File: src/rtl/timer_pkg.sv
// Shared types, constants and BCD arithmetic helpers for the MM:SS countdown timer.
package timer_pkg;

  typedef enum logic [1:0] {
    ST_IDLE  = 2'd0,
    ST_RUN   = 2'd1,
    ST_PAUSE = 2'd2,
    ST_ALARM = 2'd3
  } state_e;

  typedef logic [3:0] bcd_t;

  typedef struct packed {
    bcd_t min_t;
    bcd_t min_o;
    bcd_t sec_t;
    bcd_t sec_o;
  } time_t;

  localparam bcd_t  SEC_TENS_MAX = 4'd5;
  localparam bcd_t  BCD_MAX      = 4'd9;
  localparam time_t TIME_ZERO    = 16'h0000;
  localparam time_t TIME_ONE     = 16'h0001;

  // Two-digit BCD increment, wrapping from max_v back to 00.
  function automatic logic [7:0] bcd2_inc(input logic [7:0] v, input logic [7:0] max_v);
    logic [7:0] r;
    if (v == max_v)             r = 8'h00;
    else if (v[3:0] == BCD_MAX) r = {v[7:4] + 4'd1, 4'd0};
    else                        r = {v[7:4], v[3:0] + 4'd1};
    return r;
  endfunction

  // Two-digit BCD decrement; 00 reloads to {tens_max, 9} (the caller handles the borrow).
  function automatic logic [7:0] bcd2_dec(input logic [7:0] v, input bcd_t tens_max);
    logic [7:0] r;
    if (v == 8'h00)             r = {tens_max, BCD_MAX};
    else if (v[3:0] == 4'd0)    r = {v[7:4] - 4'd1, BCD_MAX};
    else                        r = {v[7:4], v[3:0] - 4'd1};
    return r;
  endfunction

  // One-second decrement of MM:SS with the seconds borrow rippling into minutes.
  function automatic time_t time_dec(input time_t t);
    time_t r;
    logic  borrow;
    borrow             = ({t.sec_t, t.sec_o} == 8'h00);
    {r.sec_t, r.sec_o} = bcd2_dec({t.sec_t, t.sec_o}, SEC_TENS_MAX);
    {r.min_t, r.min_o} = borrow ? bcd2_dec({t.min_t, t.min_o}, BCD_MAX)
                                : {t.min_t, t.min_o};
    return r;
  endfunction

endpackage

File: src/rtl/bcd_countdown_timer_if.sv
// Button-pulse inputs and display/status outputs of the countdown timer core.
interface bcd_countdown_timer_if;
  import timer_pkg::*;

  logic   start_i;
  logic   inc_sec_i;
  logic   inc_min_i;
  logic   clear_i;
  time_t  digits_o;
  state_e state_o;
  logic   running_o;
  logic   alarm_o;
  logic   done_o;

  modport master (
    output start_i, inc_sec_i, inc_min_i, clear_i,
    input  digits_o, state_o, running_o, alarm_o, done_o
  );

  modport slave (
    input  start_i, inc_sec_i, inc_min_i, clear_i,
    output digits_o, state_o, running_o, alarm_o, done_o
  );

endinterface

File: src/rtl/tick_prescaler.sv
// Divides clk down to a one-cycle tick every TICK_DIV enabled cycles; holds while disabled.
module tick_prescaler #(
  parameter int unsigned TICK_DIV = 100_000_000
) (
  input  logic clk,
  input  logic reset,
  input  logic en_i,
  input  logic clr_i,
  output logic tick_c_o
);

  localparam int unsigned CNT_W = $clog2(TICK_DIV);
  localparam logic [CNT_W-1:0] CNT_LAST = CNT_W'(TICK_DIV - 1);

  logic [CNT_W-1:0] cnt_q;

  assign tick_c_o = en_i && (cnt_q == CNT_LAST);

  always_ff @(posedge clk) begin
    if (reset || clr_i) begin
      cnt_q <= '0;
    end else if (en_i) begin
      cnt_q <= (cnt_q == CNT_LAST) ? '0 : cnt_q + CNT_W'(1);
    end
  end

endmodule

File: src/rtl/bcd_countdown_timer.sv
// MM:SS countdown timer: set/run/pause/alarm state machine and BCD time datapath.
module bcd_countdown_timer
  import timer_pkg::*;
#(
  parameter int unsigned TICK_DIV   = 100_000_000,
  parameter int unsigned MAX_MIN    = 99,
  parameter int unsigned ALARM_SECS = 10
) (
  input  logic                   clk,
  input  logic                   reset,
  bcd_countdown_timer_if.slave   bus
);

  localparam logic [7:0] SEC_MAX_BCD = {SEC_TENS_MAX, BCD_MAX};
  localparam logic [7:0] MIN_MAX_BCD = 8'(((MAX_MIN / 10) << 4) | (MAX_MIN % 10));
  localparam int unsigned ALM_W = $clog2(ALARM_SECS + 1);
  localparam logic [ALM_W-1:0] ALM_LAST = ALM_W'(ALARM_SECS - 1);

  state_e           state_q;
  time_t            time_q;
  time_t            preset_q;
  logic [ALM_W-1:0] alarm_cnt_q;
  logic             running_q;
  logic             alarm_q;
  logic             done_q;

  logic tick_c;
  logic pre_en_c;
  logic pre_clr_c;
  logic time_zero_c;
  logic time_one_c;

  assign time_zero_c = (time_q == TIME_ZERO);
  assign time_one_c  = (time_q == TIME_ONE);

  // Prescaler runs in RUN/ALARM, restarts on a fresh start, on alarm entry and on clear.
  assign pre_en_c  = (state_q == ST_RUN) || (state_q == ST_ALARM);
  assign pre_clr_c = bus.clear_i
                  || ((state_q == ST_IDLE) && bus.start_i && !time_zero_c)
                  || ((state_q == ST_RUN) && !bus.start_i && tick_c && time_one_c);

  tick_prescaler #(
    .TICK_DIV (TICK_DIV)
  ) u_prescaler (
    .clk      (clk),
    .reset    (reset),
    .en_i     (pre_en_c),
    .clr_i    (pre_clr_c),
    .tick_c_o (tick_c)
  );

  // Priority per cycle: clear > start > tick > increments.
  always_ff @(posedge clk) begin
    if (reset) begin
      state_q     <= ST_IDLE;
      time_q      <= TIME_ZERO;
      preset_q    <= TIME_ZERO;
      alarm_cnt_q <= '0;
      running_q   <= 1'b0;
      alarm_q     <= 1'b0;
      done_q      <= 1'b0;
    end else begin
      done_q <= 1'b0;
      if (bus.clear_i) begin
        state_q   <= ST_IDLE;
        time_q    <= TIME_ZERO;
        preset_q  <= TIME_ZERO;
        running_q <= 1'b0;
        alarm_q   <= 1'b0;
      end else begin
        case (state_q)
          ST_IDLE: begin
            if (bus.start_i) begin
              if (!time_zero_c) begin
                preset_q  <= time_q;
                state_q   <= ST_RUN;
                running_q <= 1'b1;
              end
            end else begin
              if (bus.inc_sec_i)
                {time_q.sec_t, time_q.sec_o} <= bcd2_inc({time_q.sec_t, time_q.sec_o}, SEC_MAX_BCD);
              if (bus.inc_min_i)
                {time_q.min_t, time_q.min_o} <= bcd2_inc({time_q.min_t, time_q.min_o}, MIN_MAX_BCD);
            end
          end
          ST_RUN: begin
            if (bus.start_i) begin
              state_q   <= ST_PAUSE;
              running_q <= 1'b0;
            end else if (tick_c) begin
              if (time_one_c) begin
                time_q      <= TIME_ZERO;
                state_q     <= ST_ALARM;
                running_q   <= 1'b0;
                alarm_q     <= 1'b1;
                done_q      <= 1'b1;
                alarm_cnt_q <= '0;
              end else begin
                time_q <= time_dec(time_q);
              end
            end
          end
          ST_PAUSE: begin
            if (bus.start_i) begin
              state_q   <= ST_RUN;
              running_q <= 1'b1;
            end
          end
          ST_ALARM: begin
            if (bus.start_i || (tick_c && (alarm_cnt_q == ALM_LAST))) begin
              state_q <= ST_IDLE;
              time_q  <= preset_q;
              alarm_q <= 1'b0;
            end else if (tick_c) begin
              alarm_cnt_q <= alarm_cnt_q + ALM_W'(1);
            end
          end
          default: state_q <= ST_IDLE;
        endcase
      end
    end
  end

  assign bus.digits_o  = time_q;
  assign bus.state_o   = state_q;
  assign bus.running_o = running_q;
  assign bus.alarm_o   = alarm_q;
  assign bus.done_o    = done_q;

endmodule

File: src/flat_wrapper.sv
// flat-port wrapper written by rule: the top's interface ports become plain ports
module bcd_countdown_timer_flat import timer_pkg::*;
#(
  parameter int unsigned TICK_DIV   = 100_000_000,
  parameter int unsigned MAX_MIN    = 99,
  parameter int unsigned ALARM_SECS = 10
)
  (clk, reset, bus_start_i, bus_inc_sec_i, bus_inc_min_i, bus_clear_i, bus_digits_o, bus_state_o, bus_running_o, bus_alarm_o, bus_done_o);
  bcd_countdown_timer_if bus_i ();
  input  logic clk;
  input  logic reset;
  input wire logic [$bits(bus_i.start_i)-1:0] bus_start_i;
  input wire logic [$bits(bus_i.inc_sec_i)-1:0] bus_inc_sec_i;
  input wire logic [$bits(bus_i.inc_min_i)-1:0] bus_inc_min_i;
  input wire logic [$bits(bus_i.clear_i)-1:0] bus_clear_i;
  output wire logic [$bits(bus_i.digits_o)-1:0] bus_digits_o;
  output wire logic [$bits(bus_i.state_o)-1:0] bus_state_o;
  output wire logic [$bits(bus_i.running_o)-1:0] bus_running_o;
  output wire logic [$bits(bus_i.alarm_o)-1:0] bus_alarm_o;
  output wire logic [$bits(bus_i.done_o)-1:0] bus_done_o;
  assign bus_i.start_i = bus_start_i;
  assign bus_i.inc_sec_i = bus_inc_sec_i;
  assign bus_i.inc_min_i = bus_inc_min_i;
  assign bus_i.clear_i = bus_clear_i;
  assign bus_digits_o = bus_i.digits_o;
  assign bus_state_o = bus_i.state_o;
  assign bus_running_o = bus_i.running_o;
  assign bus_alarm_o = bus_i.alarm_o;
  assign bus_done_o = bus_i.done_o;
  bcd_countdown_timer #(.TICK_DIV(TICK_DIV), .MAX_MIN(MAX_MIN), .ALARM_SECS(ALARM_SECS)) u_core (.clk(clk), .reset(reset), .bus(bus_i));
endmodule
File: config.mk
export PLATFORM = sky130hd
export DESIGN_NAME = bcd_countdown_timer_flat
export DESIGN_NICKNAME = d
export VERILOG_FILES = /design/src/rtl/timer_pkg.sv /design/src/rtl/bcd_countdown_timer_if.sv /design/src/rtl/tick_prescaler.sv /design/src/rtl/bcd_countdown_timer.sv /design/src/flat_wrapper.sv
export SDC_FILE = /design/constraint.sdc
export NUM_CORES = 1
export LEC_CHECK = 0
export BUFFER_PORTS_ARGS = -buffer_cell sky130_fd_sc_hd__buf_4
export CAP_MARGIN = 10
export CORE_UTILIZATION = 40
export CTS_BUF_LIST = sky130_fd_sc_hd__clkbuf_8
export DETAILED_ROUTE_END_ITERATION = 8
export GPL_ROUTABILITY_DRIVEN = 0
export PLACE_DENSITY = 0.67
export SYNTH_ARGS = -nofsm -noshare
export SYNTH_HDL_FRONTEND = slang
export SYNTH_HIERARCHICAL = 1
export SYNTH_SLANG_ARGS = --single-unit
export TNS_END_PERCENT = 5
File: constraint.sdc
create_clock -name clk -period 6.6 [get_ports clk]
set_input_delay 0.33 -clock clk [delete_from_list [all_inputs] [get_ports clk]]
set_output_delay 0.33 -clock clk [all_outputs]
set_load 0.005 [all_outputs]
# Word-level counts from Yosys, hierarchy flattened
# Index checks and enable logic that the tools add are counted.
# op_classes
addsub,10
n_eq_ne,29
n_mux,45
n_bitwise,4
reduce_logical,34
# ops
operator,n
$mux W8,11
$mux W16,5
$pmux W16 S3,1
$add A27 B1 Y27 const B,1
$eq A27 B27 Y1 const B,1
$mux W27,1
$add A4 B1 Y4 const B,5
$mux W4,5
$ne A2 B2 Y1 const B,9
$reduce_and A6 Y1,3
$eq A16 B1 Y1 const B,1
$logic_not A16 Y1,1
$logic_not A8 Y1,2
$sub A4 B1 Y4 const B,4
$mux W2,7
$reduce_and A7 Y1,2
$eq A4 B4 Y1 const B,3
$mux W1,11
$ne A3 B2 Y1 const B,3
$reduce_and A9 Y1,1
$eq A8 B7 Y1 const B,1
$eq A8 B8 Y1 const B,1
$logic_not A4 Y1,2
$ne A4 B3 Y1 const B,2
other kinds (20),39
# totals
reg_bits,68
input_bits,6
out_inout_bits,21
elab_cells,136

# Logic depth before layout (Yosys ltp)
# Gate-level depths: netlist (run 1).
# depth
depth_word,8
depth_mapped,14

# Hierarchy
# Netlist (run 1), hierarchy kept.
# by_module_without_submodules
module,instances,cells_each,area_each_um2,seq_area_each_um2
bcd_countdown_timer,1,351,2732.6,820.8
tick_prescaler,1,152,1298.7,540.5

# Least setup slack after synthesis (run 1)
# No wires, ideal clock.
# synth_path
path_kind,reg-to-reg
startpoint,reg u_core.time_q (netlist bit u_core/bus.digits_o[4])
endpoint,reg u_core.u_prescaler.cnt_q[0]
setup_ns,0.128
arrival_ns,2.772
required_time_ns,6.472
slack_ns,3.701
stages_incl_launch_ff,14
n_path_buf,3
path_cell_list,dfxtp_1 inv_1 ha_1 or3b_1 buf_1 nor4_2 nor3_1 clkbuf_1 nor2_1 nand2_1 nor2_1 o21ai_1 clkbuf_1 nor2_1
# synth_between
elab_chain_len,6
elab_cells_between_ends,8
# synth_lines
item,line,source
start: declaration,bcd_countdown_timer.sv:20,time_t time_q;
start signal: assignment,bcd_countdown_timer.sv:99,time_q <= time_dec(time_q);
start signal: assignment,bcd_countdown_timer.sv:112,time_q <= preset_q;
$logic_not A16 Y1,bcd_countdown_timer.sv:33,assign time_zero_c = (time_q == TIME_ZERO);
$logic_not A1 Y1,bcd_countdown_timer.sv:39,|| ((state_q == ST_IDLE) && bus.start_i && !time_zero_c)
$logic_and A1 B1 Y1,bcd_countdown_timer.sv:39,
$logic_or A1 B1 Y1,bcd_countdown_timer.sv:39,
$logic_or A1 B1 Y1 *,bcd_countdown_timer.sv:40,|| ((state_q == ST_RUN) && !bus.start_i && tick_c && time_one_c);
via u_core.pre_clr_c,bcd_countdown_timer.sv:29,logic pre_clr_c;
$logic_or A1 B1 Y1 *,tick_prescaler.sv:20,if (reset || clr_i) begin
end signal: assignment,tick_prescaler.sv:23,cnt_q <= (cnt_q == CNT_LAST) ? '0 : cnt_q + CNT_W'(1);
end: declaration,tick_prescaler.sv:15,logic [CNT_W-1:0] cnt_q;
# Mark *: on every way through the listed nets, which the timed path passes. The rest lies on a longest branch.
# A chain may end at the register's enable or synchronous reset.

# Worst setup path after layout (run 1)
# layout_path
startpoint,reg u_core.time_q (netlist bit u_core/bus.digits_o[8])
endpoint,reg u_core.u_prescaler.cnt_q[23]
# Same word-level chain as after synthesis.

==> impl_metrics.ini, run 1 <==
[yosys]
synth_largest_type_area_fraction_pct = 33.8
ys_top_cells_by_area = sky130_fd_sc_hd__dfxtp_1, sky130_fd_sc_hd__a21oi_1, sky130_fd_sc_hd__nand2_1
seq_area_frac_synth_pct = 33.8
postSynthRegisterBits = 68
syn-mean-instance-area_sq_um = 8.01
yosys_most_used_dff = sky130_fd_sc_hd__dfxtp_1
syn-cell-area_sq_um = 4030
synth_enable_flop_cells = 0
share_of_synthesized_registers_carrying_an_async_set_or_reset_pct = 0
synthDominantAreaCellType = sky130_fd_sc_hd__dfxtp_1
synth.most_common_cell = sky130_fd_sc_hd__dfxtp_1
synthesis.instances = 503
ys_warn_count = 6
ys_top_cells_by_count = sky130_fd_sc_hd__dfxtp_1, sky130_fd_sc_hd__nand2_1, sky130_fd_sc_hd__a21oi_1, sky130_fd_sc_hd__nor2_1, sky130_fd_sc_hd__clkbuf_1
synth_fp_nets = 524
synth.distinct_cells = 77

[layout]
finish.cell_count_without_fillers = 644
insertedDiodeCount = 0
share_of_cells_above_drive_strength_1_pct = 12.9
synth_to_final_area_change_pct = 10.1
fillers = 983
final_net_count = 528

[status]
status = finished, final reports clean

[grt]
grt_pass1_wl_microns = 16300
number_of_global_route_vias_before_repair = 3290
antenna_found_initial = 0
grt_overflow = 0
global_route.usage.total_pct = 20.1
pin_count_of_the_biggest_net_entering_global_routing = 33

[setup_path]
critical-path-top-delay-family = simple AND/OR/NAND/NOR gates
setup.reg_to_reg.worst_slack_ns = 3.40
regToRegEndpoint = u_core/u_prescaler/cnt_q[23]$_SDFFE_PP0P_
endpoint_kind = register
worstPathRequired_ns = 6.85
crit_arrival_ns = 3.46
critPathMaxFanout = 26
crit_buf_inv = 2
timing.rr.start = u_core/bus.digits_o[8]$_SDFFE_PP0P_
crit_path_top_delay_cell = sky130_fd_sc_hd__nor4_2
critPathLaunchType = register
timing_worst_setup_path_type = reg -> reg
ff2ff_path_depth = 10
cpPeakStageDelay_ns = 0.90
crit_path_cell_trace = inv_1, ha_1, or3b_1, nor4_2, nand3_1, nand2_1, nor2_1, o21ai_1, buf_4, o21ba_2

[sta]
hold_viol_final = 0
max_clock_freq_ghz = 0.312
fin_clk_skew_ns = 0.00861
finalWorstPathRequiredPeriod_ns = 3.20
grt_setup_unrepaired = false
slew_headroom_pct = 16.3
fin_crit_sh_pct = 48.5
worst-slew-pin-transition_ns = 1.24
setup_total_negative_slack_ns = 0
final-setup-viol-count = 0
timing.final.max_slew_violations = 0
post-route-worst-setup-slack_ns = 3.40

[power_and_ir_drop]
power-per-cell-area_nw_per_um2 = 184
vdd.ir_drop.worst_mv = 0.0727
p_leak_nw = 1.52

[floorplanning]
dieWidth_microns = 102
placement_rows = 36
num_io_pins = 27
fp.dieH_microns = 102
floorplan.core_area_sq_um = 9770
initial_cell_density_of_the_core_pct = 41.2
dieArea_sq_um = 10500

[route]
post_drt_wl_per_cell_microns = 15.4
postRouteWirelength_microns = 9920
routed-via-count = 3730
drt_first_pass_iters = 5
drt_first_iter_violations = 234
postRouteAntennaNets = 0
viasPerCell = 5.79
drc = 0

[hold_path]
whs_path_depth = 2
min-delay-start = reset
hp-class = in -> reg
timing.hold.worst_endpoint = u_core/alarm_cnt_q[2]$_SDFFE_PP0P_

[run]
max_cap_violations = 0

[placement]
preCtsSetupSlack_ns = 3.44
port_buffers = 26
post-place-cells = 629
half_perimeter_wire_length_after_placement_microns = 6640

[clock_network]
post-cts-setup-buffers = 0
clock_tree.htree_level_count = 3
clk-insertion-delay-late_ns = 0.36
cts_inserted_buffers = 9
worst_setup_hold_path_clk_slew_ns = 0.07
post_cts_sizing = 0
cts_num_sinks = 68
clock_tree.buffer_depth = 2
cts_tree = built
ctsRootBufferMaster = sky130_fd_sc_hd__clkbuf_8
cts_hold_buffers = 0
-- placed cells by master, fill, tap and decap left out, types with 10 or more instances in the layout --
cell type	instances
sky130_fd_sc_hd__o21ai_0	21
sky130_fd_sc_hd__a211oi_1	10
sky130_fd_sc_hd__nand3_1	18
sky130_fd_sc_hd__ha_1	15
sky130_fd_sc_hd__clkbuf_8	13
sky130_fd_sc_hd__a21oi_1	47
sky130_fd_sc_hd__nand4_1	12
sky130_fd_sc_hd__dfxtp_1	68
sky130_fd_sc_hd__xor2_1	11
sky130_fd_sc_hd__buf_4	29
sky130_fd_sc_hd__nor2_1	39
sky130_fd_sc_hd__inv_1	14
sky130_fd_sc_hd__nand2_1	61
-- power breakdown --
part | leakage [nW] | internal, mW | total (mW) | switching (mW)
logic | 0.865 | 0.0237 | 0.0713 | 0.0476
registers | 0.548 | 0.413 | 0.417 | 0.00478
clock network | 0.103 | 0.174 | 0.328 | 0.155
total | 1.52 | 0.610 | 0.817 | 0.207
-- routing by layer --
metal	vias to the layer above	GRT usage [%]	part of all wire, %
met5	-	0	0
met4	0	11.0	2.7
met3	22	2.87	4.8
met2	107	29.5	44
met1	1756	28.4	49
li1	1845	-	-
-- metrics by stage --
step | area (sq um) | power (mW) | hold slack, ns | util, %
2_1_floorplan | 4030 | 0.476 | 0.399 | -
3_3_place_gp | 4250 | 0.496 | 0.438 | 43.5
3_5_place_dp | 4250 | 0.496 | 0.445 | 43.5
4_1_cts | 4440 | 0.824 | 0.175 | 45.4
5_1_grt | 4440 | 0.846 | 0.192 | 45.4
6_report | 4440 | 0.817 | 0.193 | 45.4
-- final cells by class --
| cell class | instances | area, sq um | area share, % |
|---|---|---|---|
| Multi-Input combinational cell | 385 | 2450 | 55.3 |
| Sequential cell | 68 | 1360 | 30.7 |
| Tap cell | 133 | 166 | 3.75 |
| Clock buffer | 13 | 179 | 4.03 |
| Timing Repair Buffer | 29 | 218 | 4.90 |
| Clock inverter | 2 | 8.76 | 0.197 |
| Inverter | 14 | 52.6 | 1.18 |
-- sequential cells by signal, summed over array words and instances, names as in the netlist --
register                  count
u_core/bus.running_o          1
u_core/alarm_cnt_q            4
u_core/bus.done_o             1
u_core/u_prescaler/cnt_q     27
u_core/preset_q              16
u_core/bus.alarm_o            1
u_core/bus.state_o            2
u_core/bus.digits_o          16
-- worst max path at each step --
stage,startpoint,to,slack [ns],cells past startpoint
2_1_floorplan,u_core/bus.digits_o[4]$_SDFFE_PP0P_,u_core/u_prescaler/cnt_q[0]$_SDFFE_PP0P_,3.70,13
5_1_grt,u_core/bus.digits_o[8]$_SDFFE_PP0P_,u_core/u_prescaler/cnt_q[23]$_SDFFE_PP0P_,3.17,10
4_1_cts,u_core/bus.digits_o[8]$_SDFFE_PP0P_,u_core/u_prescaler/cnt_q[23]$_SDFFE_PP0P_,3.41,10
3_5_place_dp,u_core/bus.digits_o[8]$_SDFFE_PP0P_,u_core/u_prescaler/cnt_q[23]$_SDFFE_PP0P_,3.44,10
6_report,u_core/bus.digits_o[8]$_SDFFE_PP0P_,u_core/u_prescaler/cnt_q[23]$_SDFFE_PP0P_,3.40,10
3_3_place_gp,u_core/bus.digits_o[8]$_SDFFE_PP0P_,u_core/u_prescaler/cnt_q[23]$_SDFFE_PP0P_,3.59,10
-- cell families after synthesis --
family | count (synthesis) | share of synthesized area (%)
AO/OA/AOI/OAI | 130 | 21.7
adder cells (fa/ha/maj) | 15 | 4.66
multiplexers | 5 | 1.27
buffers and inverters | 50 | 5.46
flip-flops | 68 | 33.8
XOR/XNOR | 20 | 4.35
AND/OR/NAND/NOR | 215 | 28.8
No activity file was read; power rests on OpenSTA's default activity.
==> run 2: changes to the inputs <==
==> constraint.sdc (replaced) <==
create_clock -name clk -period 3.2 [get_ports clk]
set_input_delay 0.16 -clock clk [delete_from_list [all_inputs] [get_ports clk]]
set_output_delay 0.16 -clock clk [all_outputs]
set_load 0.005 [all_outputs]
==> run 2 against run 1 <==
Compared with the run above: register-to-register slack lost 3.1 ns; worst hold slack lost 0.16 ns; clock skew is 0.00070 ns higher; worst setup slack lost 3.1 ns; routed wire length is 1.8% higher; core utilization up 0.49 points; critical path depth grew 1; fmax rose by 11%.
==> impl_metrics.ini, run 2 (synthesized netlist as in run 1, its figures left out) <==
[grt]
number_of_global_route_vias_before_repair = 3364
antenna_found_initial = 0
grt_overflow = 0
grt_pass1_wl_microns = 16800
global_route.usage.total_pct = 20.5
pin_count_of_the_biggest_net_entering_global_routing = 33

[sta]
setup_total_negative_slack_ns = 0
slew_headroom_pct = 37.9
fin_crit_sh_pct = 90.0
finalWorstPathRequiredPeriod_ns = 2.88
worst-slew-pin-transition_ns = 0.928
post-route-worst-setup-slack_ns = 0.321
timing.final.max_slew_violations = 0
final-setup-viol-count = 0
grt_setup_unrepaired = false
max_clock_freq_ghz = 0.347
hold_viol_final = 0
fin_clk_skew_ns = 0.00931

[setup_path]
cpPeakStageDelay_ns = 0.50
setup.reg_to_reg.worst_slack_ns = 0.32
crit_arrival_ns = 3.16
critPathLaunchType = register
critPathMaxFanout = 17
crit_path_cell_trace = inv_1, ha_1, or3b_1, nor4_2, nor3_2, nor2_1, nand2_1, nor2_1, o21ai_1, buf_12, a21oi_1
crit_path_top_delay_cell = sky130_fd_sc_hd__nor4_2
endpoint_kind = register
timing_worst_setup_path_type = reg -> reg
cpMostUsedCell = sky130_fd_sc_hd__nor2_1
critical-path-top-delay-family = simple AND/OR/NAND/NOR gates
crit_buf_inv = 2
worstPathRequired_ns = 3.48

[clock_network]
post-cts-setup-buffers = 0
cts_num_sinks = 68
clock_tree.htree_level_count = 3
clock_tree.buffer_depth = 2
clk-insertion-delay-late_ns = 0.35
worst_setup_hold_path_clk_slew_ns = 0.07
cts_hold_buffers = 0
post_cts_sizing = 0
ctsRootBufferMaster = sky130_fd_sc_hd__clkbuf_8
cts_tree = built
cts_inserted_buffers = 9

[layout]
synth_to_final_area_change_pct = 11.3
sequential_cell_area_sq_um = 1360
most_common_cell_after_layout_fill_and_taps_aside = sky130_fd_sc_hd__dfxtp_1
mostFrequentLayoutCells = sky130_fd_sc_hd__dfxtp_1, sky130_fd_sc_hd__nand2_1, sky130_fd_sc_hd__a21oi_1
insertedDiodeCount = 0
share_of_cells_above_drive_strength_1_pct = 13.8
fillers = 994
final_net_count = 536
largest-register = u_core/u_prescaler/cnt_q
largest_register_ff_count = 27
combined_area_of_the_multi_input_logic_cells_sq_um = 2450

[placement]
half_perimeter_wire_length_after_placement_microns = 6910
preCtsSetupSlack_ns = 0.378
port_buffers = 26

[status]
status = finished, final reports clean

[route]
postRouteAntennaNets = 0
routed-via-count = 3786
drt_first_iter_violations = 265
post_drt_wl_per_cell_microns = 15.5
drt_first_pass_iters = 6
postRouteWirelength_microns = 10100
viasPerCell = 5.80
drc = 0

[run]
max_cap_violations = 0

[power_and_ir_drop]
vdd.ir_drop.worst_mv = 0.184
p_leak_nw = 1.56
power-per-cell-area_nw_per_um2 = 363

[floorplanning]
dieArea_sq_um = 10500
floorplan.core_area_sq_um = 9770
fp.dieH_microns = 102
dieWidth_microns = 102
num_io_pins = 27
placement_rows = 36
initial_cell_density_of_the_core_pct = 41.2

[hold_path]
hp-class = in -> reg
## run 2: where the power goes
group / switching [mW] / total (mW) / internal (mW)
Combinational: 0.105 / 0.161 / 0.0562
Sequential: 0.00783 / 0.859 / 0.851
Clock: 0.320 / 0.609 / 0.289
## run 2: path summary, 6_finish.rpt
path,start,end,depth (start not counted)
worst max register to register,u_core/bus.digits_o[9]$_SDFFE_PP0P_,u_core/u_prescaler/cnt_q[11]$_SDFFE_PP0P_,11
worst min register to register,u_core/preset_q[3]$_SDFFE_PP0P_,u_core/preset_q[3]$_SDFFE_PP0P_,2
worst max-delay path,u_core/bus.digits_o[9]$_SDFFE_PP0P_,u_core/u_prescaler/cnt_q[11]$_SDFFE_PP0P_,11
worst min-delay path,reset,u_core/alarm_cnt_q[1]$_SDFFE_PP0P_,2
## run 2: metal layers
layer | wire [microns] | track usage [%] | vias up
li1 | - | - | 1858
met1 | 4730 | 28.4 | 1790
met2 | 4640 | 32.1 | 124
met3 | 613 | 3.63 | 14
met4 | 112 | 6.92 | 0
met5 | 0 | 0 | -
## run 2: cell type report
cell class	instances	area share [%]
inverters	14	1.17
multi-input cells	385	54.7
clock buffers	10	3.07
flip-flops and latches	68	30.3
repair buffers	37	6.47
clock inverters	6	0.558
well taps	133	3.71
## run 2: through the flow
| stage | cell area, sq um | hold slack (ns) | total power [mW] | std cells | util, % |
|---|---|---|---|---|---|
| after floorplan | 4030 | 0.229 | 0.982 | 503 | - |
| after global placement | 4330 | 0.389 | 1.03 | 637 | 44.3 |
| after detailed placement | 4330 | 0.393 | 1.04 | 637 | 44.3 |
| after CTS | 4490 | 0.0260 | 1.64 | 653 | 45.9 |
| after global routing | 4490 | 0.0421 | 1.69 | 653 | 45.9 |
| final | 4490 | 0.0336 | 1.63 | 653 | 45.9 |
==> run 3: changes to the inputs <==
--- a/config.mk
+++ b/config.mk
@@ -5,13 +5,15 @@
 export SDC_FILE = /design/constraint.sdc
 export NUM_CORES = 1
 export LEC_CHECK = 0
-export BUFFER_PORTS_ARGS = -buffer_cell sky130_fd_sc_hd__buf_4
 export CAP_MARGIN = 10
 export CORE_UTILIZATION = 40
 export CTS_BUF_LIST = sky130_fd_sc_hd__clkbuf_8
+export CTS_CLUSTER_DIAMETER = 80
 export DETAILED_ROUTE_END_ITERATION = 8
+export DONT_BUFFER_PORTS = 1
 export GPL_ROUTABILITY_DRIVEN = 0
-export PLACE_DENSITY = 0.67
+export GPL_TIMING_DRIVEN = 0
+export PLACE_DENSITY = 0.64
 export SYNTH_ARGS = -nofsm -noshare
 export SYNTH_HDL_FRONTEND = slang
 export SYNTH_HIERARCHICAL = 1
==> run 3 against run 2 <==
Compared with the run above: flip-flop and latch count did not move; clock skew fell by 0.0040 ns; combinational power rose by 8%; via count rose by 1.4%; worst hold slack improved by 0.0015 ns; first-iteration DRC count fell by 31%; worst setup slack got worse by 0.21 ns; sequential share of layout area fell by 0.28 points; critical path type unchanged; largest cell class unchanged.
==> impl_metrics.ini, run 3 (synthesized netlist as in run 1, its figures left out) <==
[power_and_ir_drop]
seq_power_share_pct = 51.9
power.net_switching_mw = 0.450
vdd.ir_drop.worst_mv = 0.154
share_clk_of_total_power_pct = 37.6
power_report.internal_total_mw = 1.21
swShare_pct = 27.2
combinational_power_share_pct = 10.5
p_leak_nw = 1.54
finalPower_mw = 1.66
power-per-cell-area_nw_per_um2 = 366

[route]
drt_first_pass_iters = 7
drc = 0
drt_first_iter_violations = 182
routed-via-count = 3840
post_drt_wl_per_cell_microns = 16.2
postRouteAntennaNets = 0
postRouteWirelength_microns = 10700
viasPerCell = 5.79

[layout]
largest-register = u_core/u_prescaler/cnt_q
final_net_count = 546
postLayoutCoreUtil_pct = 46.3
combined_area_of_the_multi_input_logic_cells_sq_um = 2500
share_of_cells_above_drive_strength_1_pct = 12.6
synth_to_final_area_change_pct = 12.4
final_design_area_no_fill_sq_um = 4530
most_common_cell_after_layout_fill_and_taps_aside = sky130_fd_sc_hd__dfxtp_1
mostFrequentLayoutCells = sky130_fd_sc_hd__dfxtp_1, sky130_fd_sc_hd__nand2_1, sky130_fd_sc_hd__a21oi_1
largest_register_ff_count = 27
fillers = 984
sequential_cell_area_sq_um = 1360
finish.cell_count_without_fillers = 663
insertedDiodeCount = 0

[sta]
grt_setup_unrepaired = false
fin_clk_skew_ns = 0.00535
finalWorstPathRequiredPeriod_ns = 3.09
slew_headroom_pct = 29.6
post-route-worst-setup-slack_ns = 0.107
worst-slew-pin-transition_ns = 1.04
fin_crit_sh_pct = 96.7
max_clock_freq_ghz = 0.323
hold_viol_final = 0
final-setup-viol-count = 0
timing.final.max_slew_violations = 0

[setup_path]
setup.reg_to_reg.worst_slack_ns = 0.11
critPathLaunchType = register
ff2ff_path_depth = 12
cpPeakStageDelay_ns = 0.39
endpoint_kind = register
crit_path_cell_trace = clkbuf_4, buf_4, clkbuf_1, buf_2, and4_1, nand4_1, nor2_4, mux2i_1, or3_1, a221oi_4, o21ai_1, a32o_1
crit_buf_inv = 4
worstPathRequired_ns = 3.45
timing_worst_setup_path_type = reg -> reg
critPathMaxFanout = 10
timing.rr.start = u_core/bus.state_o[0]$_SDFFE_PP0P_
crit_arrival_ns = 3.35
regToRegEndpoint = u_core/bus.digits_o[14]$_SDFFE_PP0P_
critical-path-top-delay-family = simple AND/OR/NAND/NOR gates
crit_path_top_delay_cell = sky130_fd_sc_hd__a221oi_4

[clock_network]
ctsRootBufferMaster = sky130_fd_sc_hd__clkbuf_8
cts_tree = built
clock_tree.htree_level_count = 3
worst_setup_hold_path_clk_slew_ns = 0.07
cts_inserted_buffers = 9
clock_tree.buffer_depth = 2
cts_num_sinks = 68
clk-insertion-delay-late_ns = 0.36

[floorplanning]
dieArea_sq_um = 10500
placement_rows = 36
dieWidth_microns = 102
fp.dieH_microns = 102
floorplan.core_area_sq_um = 9770
initial_cell_density_of_the_core_pct = 41.2
num_io_pins = 27

[grt]
grt_overflow = 0
global_route.usage.total_pct = 21.5
antenna_found_initial = 0
grt_pass1_wl_microns = 17200
pin_count_of_the_biggest_net_entering_global_routing = 12
number_of_global_route_vias_before_repair = 3342

[placement]
half_perimeter_wire_length_after_placement_microns = 7450
port_buffers = 0
preCtsSetupSlack_ns = -0.809
postPlaceCellArea_sq_um = 4200
post-place-cells = 636

[run]
max_cap_violations = 0

[hold_path]
min-delay-start = reset
whs_path_depth = 2
hp-class = in -> reg
timing.hold.worst_endpoint = u_core/alarm_cnt_q[3]$_SDFFE_PP0P_

[status]
status = finished, final reports clean
-- run 3: stage by stage --
stage	hold slack [ns]	TNS, ns
after floorplan	0.229	0
after global placement	0.231	-24.03
after detailed placement	0.234	-24.96
after CTS	0.0269	0
after global routing	0.0401	0
final	0.0351	0
-- run 3: power by group through the flow --
stage / Sequential, mW / Clock [mW] / Combinational (mW)
4_1_cts: 0.859 / 0.639 / 0.156
3_5_place_dp: 0.879 / 0 / 0.145
6_report: 0.859 / 0.623 / 0.174
3_3_place_gp: 0.879 / 0 / 0.144
2_1_floorplan: 0.876 / 0 / 0.106
5_1_grt: 0.860 / 0.677 / 0.188
-- run 3: how the worst max path moves through the flow --
stage / start / to / slack [ns] / cells after the start
floorplan: u_core/bus.digits_o[4]$_SDFFE_PP0P_ / u_core/u_prescaler/cnt_q[0]$_SDFFE_PP0P_ / 0.30 / 13
global placement: u_core/bus.digits_o[4]$_SDFFE_PP0P_ / u_core/u_prescaler/cnt_q[3]$_SDFFE_PP0P_ / -0.78 / 13
detailed placement: u_core/bus.digits_o[8]$_SDFFE_PP0P_ / u_core/u_prescaler/cnt_q[1]$_SDFFE_PP0P_ / -0.81 / 13
CTS: u_core/bus.state_o[0]$_SDFFE_PP0P_ / u_core/bus.digits_o[11]$_SDFFE_PP0P_ / 0.01 / 12
global route: u_core/bus.state_o[0]$_SDFFE_PP0P_ / u_core/bus.digits_o[9]$_SDFFE_PP0P_ / 0.007 / 13
finish: u_core/bus.state_o[0]$_SDFFE_PP0P_ / u_core/bus.digits_o[14]$_SDFFE_PP0P_ / 0.11 / 12
-- run 3: worst register-to-register path: cells and delay by family (launching register included) --
family          cells  cell delay [ns]
simple gates        4             1.07
mux                 1             0.10
buf+inv             4             0.68
compound gates      3             0.75
flops               1             0.38
-- run 3: per-layer routing --
| layer | global-route usage (%) | part of all wire [%] |
|---|---|---|
| met5 | 0 | 0 |
| met4 | 6.92 | 1.5 |
| met3 | 4.92 | 8.0 |
| met2 | 33.9 | 45 |
| met1 | 29.0 | 46 |
-- run 3: area by class of cell --
class | count | area share, %
multi-input cells | 385 | 55.2
inverters | 14 | 1.16
clock inverters | 6 | 0.691
plain buffers | 33 | 3.73
well taps | 133 | 3.67
clock buffers | 10 | 3.04
repair buffers | 14 | 2.43
flip-flops and latches | 68 | 30.1
-- run 3: repair_timing --
item                                    CTS  global route
pin swaps                                 3             4
hold buffers                              2             0
buffers inserted                          1            11
endpoints found under the setup margin   46            33
hold endpoints to repair                  4             0
cloned                                    0             0
resized for setup                        14             5
